**src/rtl/alu_seq_mdu.sv**
```systemverilog
// alu_seq_mdu -- registered integer ALU with valid/ready handshake, registered
// flags and an iterative shift-add multiplier. Defining ALU_SEQ_DIV_EN adds an
// iterative restoring divider for DIVU/REMU; without it those opcodes return 0.
//
// Ports:
//   clk, rst_n          clock (rising edge), async active-low reset
//   in_valid/in_ready   operation handshake; op, a, b captured on acceptance
//   out_valid/out_ready result handshake; f and flags held until consumed
//   f                   result
//   zf cf of sf pf      zero, carry, overflow, sign, parity (even) flags
//   busy                iterative operation in progress
//
// state | meaning
// IDLE  | ready for a new operation
// CALC  | one multiply/divide step per clock, cnt_q runs 0..WIDTH-1
// DONE  | result and flags valid, waiting for out_ready
module alu_seq_mdu #(
  parameter int WIDTH = 64,
  parameter int SHW   = $clog2(WIDTH)
) (
  input  logic             clk,
  input  logic             rst_n,
  input  logic             in_valid,
  output logic             in_ready,
  input  logic [3:0]       op,
  input  logic [WIDTH-1:0] a,
  input  logic [WIDTH-1:0] b,
  output logic             out_valid,
  input  logic             out_ready,
  output logic [WIDTH-1:0] f,
  output logic             zf,
  output logic             cf,
  output logic             of,
  output logic             sf,
  output logic             pf,
  output logic             busy
);

  localparam logic [3:0] OP_AND   = 4'd0;
  localparam logic [3:0] OP_OR    = 4'd1;
  localparam logic [3:0] OP_ADD   = 4'd2;
  localparam logic [3:0] OP_SLL   = 4'd3;
  localparam logic [3:0] OP_SLT   = 4'd4;
  localparam logic [3:0] OP_SLTU  = 4'd5;
  localparam logic [3:0] OP_SUB   = 4'd6;
  localparam logic [3:0] OP_XOR   = 4'd7;
  localparam logic [3:0] OP_SRL   = 4'd8;
  localparam logic [3:0] OP_SRA   = 4'd9;
  localparam logic [3:0] OP_PASSB = 4'd10;
  localparam logic [3:0] OP_MUL   = 4'd11;
  localparam logic [3:0] OP_MULHU = 4'd12;
`ifdef ALU_SEQ_DIV_EN
  localparam logic [3:0] OP_DIVU  = 4'd13;
  localparam logic [3:0] OP_REMU  = 4'd14;
`endif

  localparam logic [SHW-1:0] CNT_LAST = SHW'(WIDTH - 1);

  typedef enum logic [1:0] {
    ST_IDLE = 2'd0,
    ST_CALC = 2'd1,
    ST_DONE = 2'd2
  } state_t;

  state_t           state_q, state_d;
  logic [3:0]       op_q, op_d;
  logic [WIDTH-1:0] hi_q, hi_d;   // mul: running high product; div: partial remainder
  logic [WIDTH-1:0] lo_q, lo_d;   // mul: multiplier/low product; div: dividend/quotient
  logic [WIDTH-1:0] b_q, b_d;
  logic [SHW-1:0]   cnt_q, cnt_d;
  logic [WIDTH-1:0] f_q, f_d;
  logic             cf_q, cf_d;
  logic             of_q, of_d;
  logic             zf_q, sf_q, pf_q;
  logic             res_ld;

  // ---------------- single-cycle datapath (operates on live inputs) --------
  logic [SHW-1:0]   shamt;
  logic [WIDTH:0]   sum_w, diff_w;
  logic [WIDTH-1:0] alu_f;
  logic             alu_cf, alu_of;
  logic             iter_op;

  assign shamt  = b[SHW-1:0];
  assign sum_w  = {1'b0, a} + {1'b0, b};
  assign diff_w = {1'b0, a} - {1'b0, b};

  always_comb begin
    alu_f  = '0;
    alu_cf = 1'b0;
    alu_of = 1'b0;
    case (op)
      OP_AND:   alu_f = a & b;
      OP_OR:    alu_f = a | b;
      OP_ADD: begin
        alu_f  = sum_w[WIDTH-1:0];
        alu_cf = sum_w[WIDTH];
        alu_of = (a[WIDTH-1] == b[WIDTH-1]) && (sum_w[WIDTH-1] != a[WIDTH-1]);
      end
      OP_SLL:   alu_f = a << shamt;
      OP_SLT:   alu_f = {{(WIDTH-1){1'b0}}, ($signed(a) < $signed(b))};
      OP_SLTU:  alu_f = {{(WIDTH-1){1'b0}}, diff_w[WIDTH]};
      OP_SUB: begin
        alu_f  = diff_w[WIDTH-1:0];
        alu_cf = diff_w[WIDTH];
        alu_of = (a[WIDTH-1] != b[WIDTH-1]) && (diff_w[WIDTH-1] != a[WIDTH-1]);
      end
      OP_XOR:   alu_f = a ^ b;
      OP_SRL:   alu_f = a >> shamt;
      OP_SRA:   alu_f = $signed(a) >>> shamt;
      OP_PASSB: alu_f = b;
      default:  alu_f = '0;
    endcase
  end

`ifdef ALU_SEQ_DIV_EN
  assign iter_op = (op == OP_MUL) || (op == OP_MULHU) || (op == OP_DIVU) || (op == OP_REMU);
`else
  assign iter_op = (op == OP_MUL) || (op == OP_MULHU);
`endif

  // ---------------- iterative datapath (operates on captured operands) ----
  logic [WIDTH:0]   madd_w;
  logic [WIDTH-1:0] step_hi, step_lo;
  logic [WIDTH-1:0] iter_f;
  logic             iter_flag;

  // Shift-add: conditionally add multiplicand to the high half, then shift
  // the whole {carry, hi, lo} right by one.
  assign madd_w = {1'b0, hi_q} + (lo_q[0] ? {1'b0, b_q} : {(WIDTH+1){1'b0}});

`ifdef ALU_SEQ_DIV_EN
  logic [WIDTH:0]   rsh_w;
  logic [WIDTH-1:0] rdiff_w;
  logic             rge;
  logic             is_div_q;

  // Restoring step: shift next dividend bit into the remainder, subtract the
  // divisor when it fits. A zero divisor always "fits", which yields an
  // all-ones quotient and leaves the dividend as remainder.
  assign rsh_w    = {hi_q, lo_q[WIDTH-1]};
  assign rge      = rsh_w >= {1'b0, b_q};
  assign rdiff_w  = rsh_w[WIDTH-1:0] - b_q;
  assign is_div_q = (op_q == OP_DIVU) || (op_q == OP_REMU);
  assign step_hi  = is_div_q ? (rge ? rdiff_w : rsh_w[WIDTH-1:0]) : madd_w[WIDTH:1];
  assign step_lo  = is_div_q ? {lo_q[WIDTH-2:0], rge} : {madd_w[0], lo_q[WIDTH-1:1]};
`else
  assign step_hi  = madd_w[WIDTH:1];
  assign step_lo  = {madd_w[0], lo_q[WIDTH-1:1]};
`endif

  always_comb begin
    iter_f    = step_lo;
    iter_flag = (step_hi != '0);
    case (op_q)
      OP_MULHU: iter_f = step_hi;
`ifdef ALU_SEQ_DIV_EN
      OP_DIVU: begin
        iter_f    = step_lo;
        iter_flag = 1'b0;
      end
      OP_REMU: begin
        iter_f    = step_hi;
        iter_flag = 1'b0;
      end
`endif
      default: iter_f = step_lo;
    endcase
  end

  // ---------------- FSM next state / datapath next values ------------------
  always_comb begin
    state_d = state_q;
    op_d    = op_q;
    hi_d    = hi_q;
    lo_d    = lo_q;
    b_d     = b_q;
    cnt_d   = cnt_q;
    f_d     = f_q;
    cf_d    = cf_q;
    of_d    = of_q;
    res_ld  = 1'b0;
    case (state_q)
      ST_IDLE: begin
        if (in_valid) begin
          op_d = op;
          if (iter_op) begin
            hi_d    = '0;
            lo_d    = a;
            b_d     = b;
            cnt_d   = '0;
            state_d = ST_CALC;
          end else begin
            f_d     = alu_f;
            cf_d    = alu_cf;
            of_d    = alu_of;
            res_ld  = 1'b1;
            state_d = ST_DONE;
          end
        end
      end
      ST_CALC: begin
        hi_d  = step_hi;
        lo_d  = step_lo;
        cnt_d = cnt_q + SHW'(1);
        if (cnt_q == CNT_LAST) begin
          f_d     = iter_f;
          cf_d    = iter_flag;
          of_d    = iter_flag;
          res_ld  = 1'b1;
          state_d = ST_DONE;
        end
      end
      ST_DONE: begin
        if (out_ready) state_d = ST_IDLE;
      end
      default: state_d = ST_IDLE;
    endcase
  end

  always_ff @(posedge clk or negedge rst_n) begin
    if (!rst_n) state_q <= ST_IDLE;
    else        state_q <= state_d;
  end

  always_ff @(posedge clk or negedge rst_n) begin
    if (!rst_n) begin
      op_q  <= '0;
      hi_q  <= '0;
      lo_q  <= '0;
      b_q   <= '0;
      cnt_q <= '0;
      f_q   <= '0;
      cf_q  <= 1'b0;
      of_q  <= 1'b0;
      zf_q  <= 1'b0;
      sf_q  <= 1'b0;
      pf_q  <= 1'b0;
    end else begin
      op_q  <= op_d;
      hi_q  <= hi_d;
      lo_q  <= lo_d;
      b_q   <= b_d;
      cnt_q <= cnt_d;
      f_q   <= f_d;
      cf_q  <= cf_d;
      of_q  <= of_d;
      // Result-derived flags only change when a new result lands, so the
      // reset value of all-zero flags survives until the first result.
      if (res_ld) begin
        zf_q <= (f_d == '0);
        sf_q <= f_d[WIDTH-1];
        pf_q <= ~^f_d;
      end
    end
  end

  assign in_ready  = (state_q == ST_IDLE);
  assign out_valid = (state_q == ST_DONE);
  assign busy      = (state_q == ST_CALC);
  assign f         = f_q;
  assign zf        = zf_q;
  assign cf        = cf_q;
  assign of        = of_q;
  assign sf        = sf_q;
  assign pf        = pf_q;

endmodule

```
**config.mk**
```make
export PLATFORM = sky130hd
export DESIGN_NAME = alu_seq_mdu
export DESIGN_NICKNAME = d
export VERILOG_FILES = /design/src/rtl/alu_seq_mdu.sv
export SDC_FILE = /design/constraint.sdc
export NUM_CORES = 2
export LEC_CHECK = 0
export ABC_AREA = 1
export BUFFER_PORTS_ARGS = -buffer_cell sky130_fd_sc_hd__buf_2
export CAP_MARGIN = 20
export CORE_MARGIN = 4
export CORE_UTILIZATION = 70
export CTS_BUF_LIST = sky130_fd_sc_hd__clkbuf_8
export CTS_CLUSTER_SIZE = 25
export DETAILED_ROUTE_END_ITERATION = 16
export PLACE_DENSITY = 0.89
export SETUP_SLACK_MARGIN = 0.2
export SKIP_LAST_GASP = 1
export SYNTH_ARGS = -nofsm -noshare
export SYNTH_HDL_FRONTEND = slang
export SYNTH_SLANG_ARGS = --single-unit
```
**constraint.sdc**
```tcl
create_clock -name clk -period 11.5 [get_ports clk]
set_clock_uncertainty 0.2 [all_clocks]
set_input_delay 2.3 -clock clk [delete_from_list [all_inputs] [get_ports clk]]
set_output_delay 2.3 -clock clk [all_outputs]
set_load 0.01 [all_outputs]
```
==> results.py, run 1 <==
metrics = {
    "outcome": {
        "outcome": "did not finish",
        "lastStage": "5_1_grt",
        "error": "[ERROR GRT-0116] Global routing finished with congestion. Check the congestion regions in the DRC Viewer.",
    },
    "floorplanning": {
        "die_x_um": 252,
        "start_util_pct": 70.6,
        "die_y_um": 252,
        "rows": 89,
        "io_pins": 208,
    },
    "grt": {
        "overflow": 4,
        "grt_pass1_vias": 54800,
        "grt_max_degree": 160,
        "gr-usage-all-layers_pct": 68.0,
        "grt_first_pass_wirelength_mm": 327,
    },
    "synthesis": {
        "yosys.area.top_type_share_pct": 23.8,
        "syn_avg_cell_area_um2": 5.49,
        "synth_ff_type": "dfrtp_1",
        "yosysSeqAreaShare_pct": 16.4,
        "synth_fp_nets": 8004,
        "ys_seq_elements": 273,
        "syn_area_mm2": 0.0416,
        "synth_edf_count": 0,
        "netlist_top_cells_area": "nand2_1 24%, dfrtp_1 16%, inv_1 9.5%, ha_1 8.8%, o21ai_0 7.9%",
        "synthCells": 7573,
        "yosys_warnings": 0,
        "async_flop_share_pct": 100,
        "synth_cell_type_count": 54,
        "yosysTopAreaCell": "nand2_1",
    },
    "cts": {
        "clk_path_buf_depth": 3,
        "root_buffer": "clkbuf_8",
        "cts_sinks": 273,
        "cts_buffers": 44,
        "cts_resized": 0,
        "post_cts_buffers": 0,
        "cts_max_level": 2,
        "hold_buffers": 0,
    },
    "placed_design": {
        "io_buffers": 207,
        "place_inst": 8243,
        "routabilityCongestion": 1.45,
        "post-dp-hpwl_mm": 160,
    },
}
-- synthesized netlist by cell type (6+ instances only) --
cell type     n
clkbuf_1    168
nand2_1    2636
a221oi_1     30
a211oi_1     19
o21ai_0     660
o22ai_1      36
and3_1        9
nor2_1      600
inv_1      1057
o21bai_1     27
dfrtp_1     273
buf_2        87
o211ai_1    131
buf_4        13
nor3_1       52
a21oi_1     392
a21o_1       12
a31oi_1       7
nand3b_1     33
nand3_1     550
a21boi_0     10
o2111ai_1     8
o21ai_1      71
xnor2_1      39
a22oi_1      33
o221ai_1     38
ha_1        292
buf_1        78
inv_2         9
a21boi_1      9
nand4_1      64
xor2_1       22
mux2i_1      18
and2_1        6
nor4_1       12
o21a_1       26
-- logic make-up after synthesis --
kind of cell / after synthesis / share of synthesized area [%]
simple gates: 3975 / 38.6
compound gates: 1527 / 21.0
buf+inv: 1424 / 13.3
fa+ha+maj: 295 / 8.93
flops: 273 / 16.4
xor+xnor: 61 / 1.28
mux: 18 / 0.433
-- per-layer routing --
layer	overflow	GRT usage [%]
met1	0	70.4
met2	2	83.2
met3	0	54.4
met4	2	60.5
met5	0	28.4
-- through the flow --
step | util, % | area, um^2 | setup slack (ns)
2_1_floorplan | - | 41600 | 4.96
3_3_place_gp | 72.1 | 42500 | 3.34
3_5_place_dp | 72.1 | 42500 | 3.22
4_1_cts | 73.8 | 43500 | 3.83
==> run 2: changes to the inputs <==
- CORE_UTILIZATION: 70 -> 40
- CTS_BUF_LIST: sky130_fd_sc_hd__clkbuf_8 -> unset
- CTS_CLUSTER_SIZE: 25 -> unset
- PLACE_DENSITY: 0.89 -> unset
- PLACE_DENSITY_LB_ADDON: unset -> 0.15
- SETUP_SLACK_MARGIN: 0.2 -> unset
==> run 2 against run 1 <==
Compared with the run above:
- the flow now finishes, with violations (max-slew violations)
- area after synthesis unchanged
- synthesized cell count did not move
==> results.py, run 2 <==
metrics = {
    "synthesis": {
        "ys_seq_elements": 273,
        "synth_edf_count": 0,
        "yosysSeqAreaShare_pct": 16.4,
        "async_flop_share_pct": 100,
        "yosys_warnings": 0,
        "netlist_top_cells_area": "nand2_1 24%, dfrtp_1 16%, inv_1 9.5%, ha_1 8.8%, o21ai_0 7.9%",
        "yosys-top-cells-count": "2636 x nand2_1, 1057 x inv_1, 660 x o21ai_0",
        "synth_cell_type_count": 54,
        "syn_area_mm2": 0.0416,
        "synth_ff_type": "dfrtp_1",
        "synth.most_common_cell": "nand2_1",
        "yosys.area.top_type_share_pct": 23.8,
        "syn_avg_cell_area_um2": 5.49,
        "synthCells": 7573,
        "yosysTopAreaCell": "nand2_1",
        "synth_fp_nets": 8004,
    },
    "cts": {
        "cts_resized": 0,
        "clk_path_buf_depth": 3,
        "hold_buffers": 0,
        "post_cts_buffers": 0,
        "root_buffer": "clkbuf_16",
        "cts_max_level": 2,
        "cts_tree": "done",
        "clk_latency_ns": 0.63,
        "cts_buffers": 36,
        "cts.clk_slew.worst_paths_ns": 0.06,
        "cts_sinks": 273,
    },
    "route": {
        "vias_per_cell": 6.16,
        "ant_nets": 0,
        "drc": 0,
        "drt_wl_total_mm": 274,
        "first_pass_iters": 7,
        "initialDrtViolationCount": 8226,
        "wl_per_cell_um": 30.6,
        "vias": 55100,
    },
    "floorplanning": {
        "start_util_pct": 40.2,
        "rows": 118,
        "die_area_mm2": 0.109,
        "io_pins": 208,
        "die_y_um": 330,
        "core_area_mm2": 0.103,
        "die_x_um": 330,
    },
    "placed_design": {
        "post-dp-hpwl_mm": 225,
        "routabilityCongestion": 1.14,
        "io_buffers": 207,
        "placed_area_mm2": 0.0435,
    },
    "setup_path": {
        "cp_slowest_stage_delay_ns": 0.95,
        "end_kind": "flip-flop",
        "path_max_fanout": 94,
        "worstPathRequired_ns": 11.76,
        "crit_family": "compound AO/OA/AOI/OAI gates",
        "crit_buf_inv": 3,
        "crit_slowest_cell": "buf_4",
        "critPathKind": "input port to flip-flop",
        "cp-start-kind": "input port",
        "crit_chain": "buf_4, buf_4, o21ai_0, inv_1, o21ai_0, nand2_1, nand3_1, nand3_1, o21ai_0, a21oi_1, nand3_1, o21ai_1, nand2_1, a21oi_1, ha_1, xor2_1, xnor2_1, xnor2_1, xnor2_1, xnor2_1, o21ai_0",
        "cp_data_arrival_time_ns": 8.66,
    },
    "outcome": {
        "outcome": "finished with violations",
        "violations": "max-slew violations",
    },
    "finish": {
        "fin_nets": 7967,
        "nFillCells": 11800,
        "final_common_cell": "nand2_1",
        "syn2layout_area_growth_pct": 7.51,
        "final_area_mm2": 0.0447,
        "drive_above_1_share_pct": 5.01,
        "mostFrequentLayoutCells": "2634 x nand2_1, 1053 x inv_1, 660 x o21ai_0, 591 x nor2_1, 550 x nand3_1",
    },
    "power_and_ir_drop": {
        "clock_power_share_pct": 17.5,
        "cellPowerDensity_mw_per_mm2": 152,
        "max-vdd-ir-drop_mv": 0.141,
        "power.internal_w": 0.00316,
        "seqPwrFrac_pct": 24.4,
        "p_leak_nw": 23.5,
        "p_switching_w": 0.00362,
        "power.total_w": 0.00678,
        "combPwrFrac_pct": 58.1,
        "power.share.switching_pct": 53.4,
    },
    "grt": {
        "grt_pass1_vias": 50600,
        "overflow": 0,
        "antenna_found_initial": 24,
        "grt_first_pass_wirelength_mm": 371,
        "grt_max_degree": 134,
        "gr-usage-all-layers_pct": 48.2,
    },
    "timing": {
        "finalHoldWorstSlack_ns": 0.284,
        "max_freq_ghz": 0.119,
        "worstMarginPinSlew_ns": 1.53,
        "post-route-period-util_pct": 73.1,
        "maxSlewViolCount": 1,
        "final.setup.tns_ns": 0,
        "min_period_ns": 8.40,
        "rsz0062_at_grt": "false",
        "setup_violations": 0,
        "relSlewSlack_pct": -2.28,
        "hold_viol": 0,
    },
    "worst_hold_path": {
        "hold_path.class": "flip-flop to flip-flop",
    },
    "job": {
        "drv_cap": 0,
    },
}
==> run 2: cells by family after synthesis <==
logic type	Yosys count	share of synthesized area, %
AO/OA/AOI/OAI	1527	21.0
XOR/XNOR	61	1.28
adder cells (fa/ha/maj)	295	8.93
buffers and inverters	1424	13.3
flip-flops	273	16.4
multiplexers	18	0.433
AND/OR/NAND/NOR	3975	38.6
==> run 2: stage by stage <==
stage / utilization [%] / worst slack (ns) / cells
global route: 43.2 / 3.08 / 8940
detailed placement: 42.1 / 2.91 / 8878
CTS: 43.2 / 3.47 / 8939
floorplan: - / 4.96 / 7573
global placement: 42.1 / 2.83 / 8878
finish: 43.3 / 3.10 / 8948
==> run 2: final timing paths <==
check,slack [ns],end,cells past startpoint,start
setup reg to reg,5.54,pf$_DFFE_PN0P_,25,lo_q[0]$_DFFE_PN0P_
hold / removal,0.28,b_q[14]$_DFFE_PN0P_,2,b_q[14]$_DFFE_PN0P_
setup / recovery,3.10,pf$_DFFE_PN0P_,21,b[0]
hold reg to reg,0.28,b_q[14]$_DFFE_PN0P_,2,b_q[14]$_DFFE_PN0P_
min in group asynchronous,1.47,hi_q[62]$_DFFE_PN0P_,1,rst_n
max in group asynchronous,7.34,lo_q[0]$_DFFE_PN0P_,3,rst_n
==> run 2: power by group through the flow <==
stage	clock [W]	combinational [W]	sequential (W)
2_1_floorplan	0	0.00221	0.00154
3_3_place_gp	0	0.00378	0.00164
3_5_place_dp	0	0.00376	0.00165
4_1_cts	0.00119	0.00378	0.00164
5_1_grt	0.00123	0.00418	0.00168
6_report	0.00119	0.00394	0.00165
==> run 2: layer usage <==
layer,global-route usage [%],up-vias,routed length (um)
met5,1.11,-,334
met4,33.6,20,24700
met3,16.3,884,35500
met2,71.2,3871,112000
met1,58.8,25900,102000
li1,-,24400,-
==> run 2: area by class of cell <==
cell class              instances  area [um^2]  area share (%)
well taps                    1380         1730            3.86
flip-flops and latches        273         6830            15.3
diodes                          9         22.5          0.0504
multi-input cells            5876        29300            65.5
clock buffers                  47         1010            2.26
repair buffers                278         1630            3.64
clock inverters                14          175           0.392
inverters                    1071         4040            9.02
==> run 2: tightest hold or removal path, stage by stage (launching register included) <==
cell and delay [ns]:
dfrtp_1 0.34, nand2_1 0.05, o21ai_0 0.05
(Power assumes the default switching activity.)
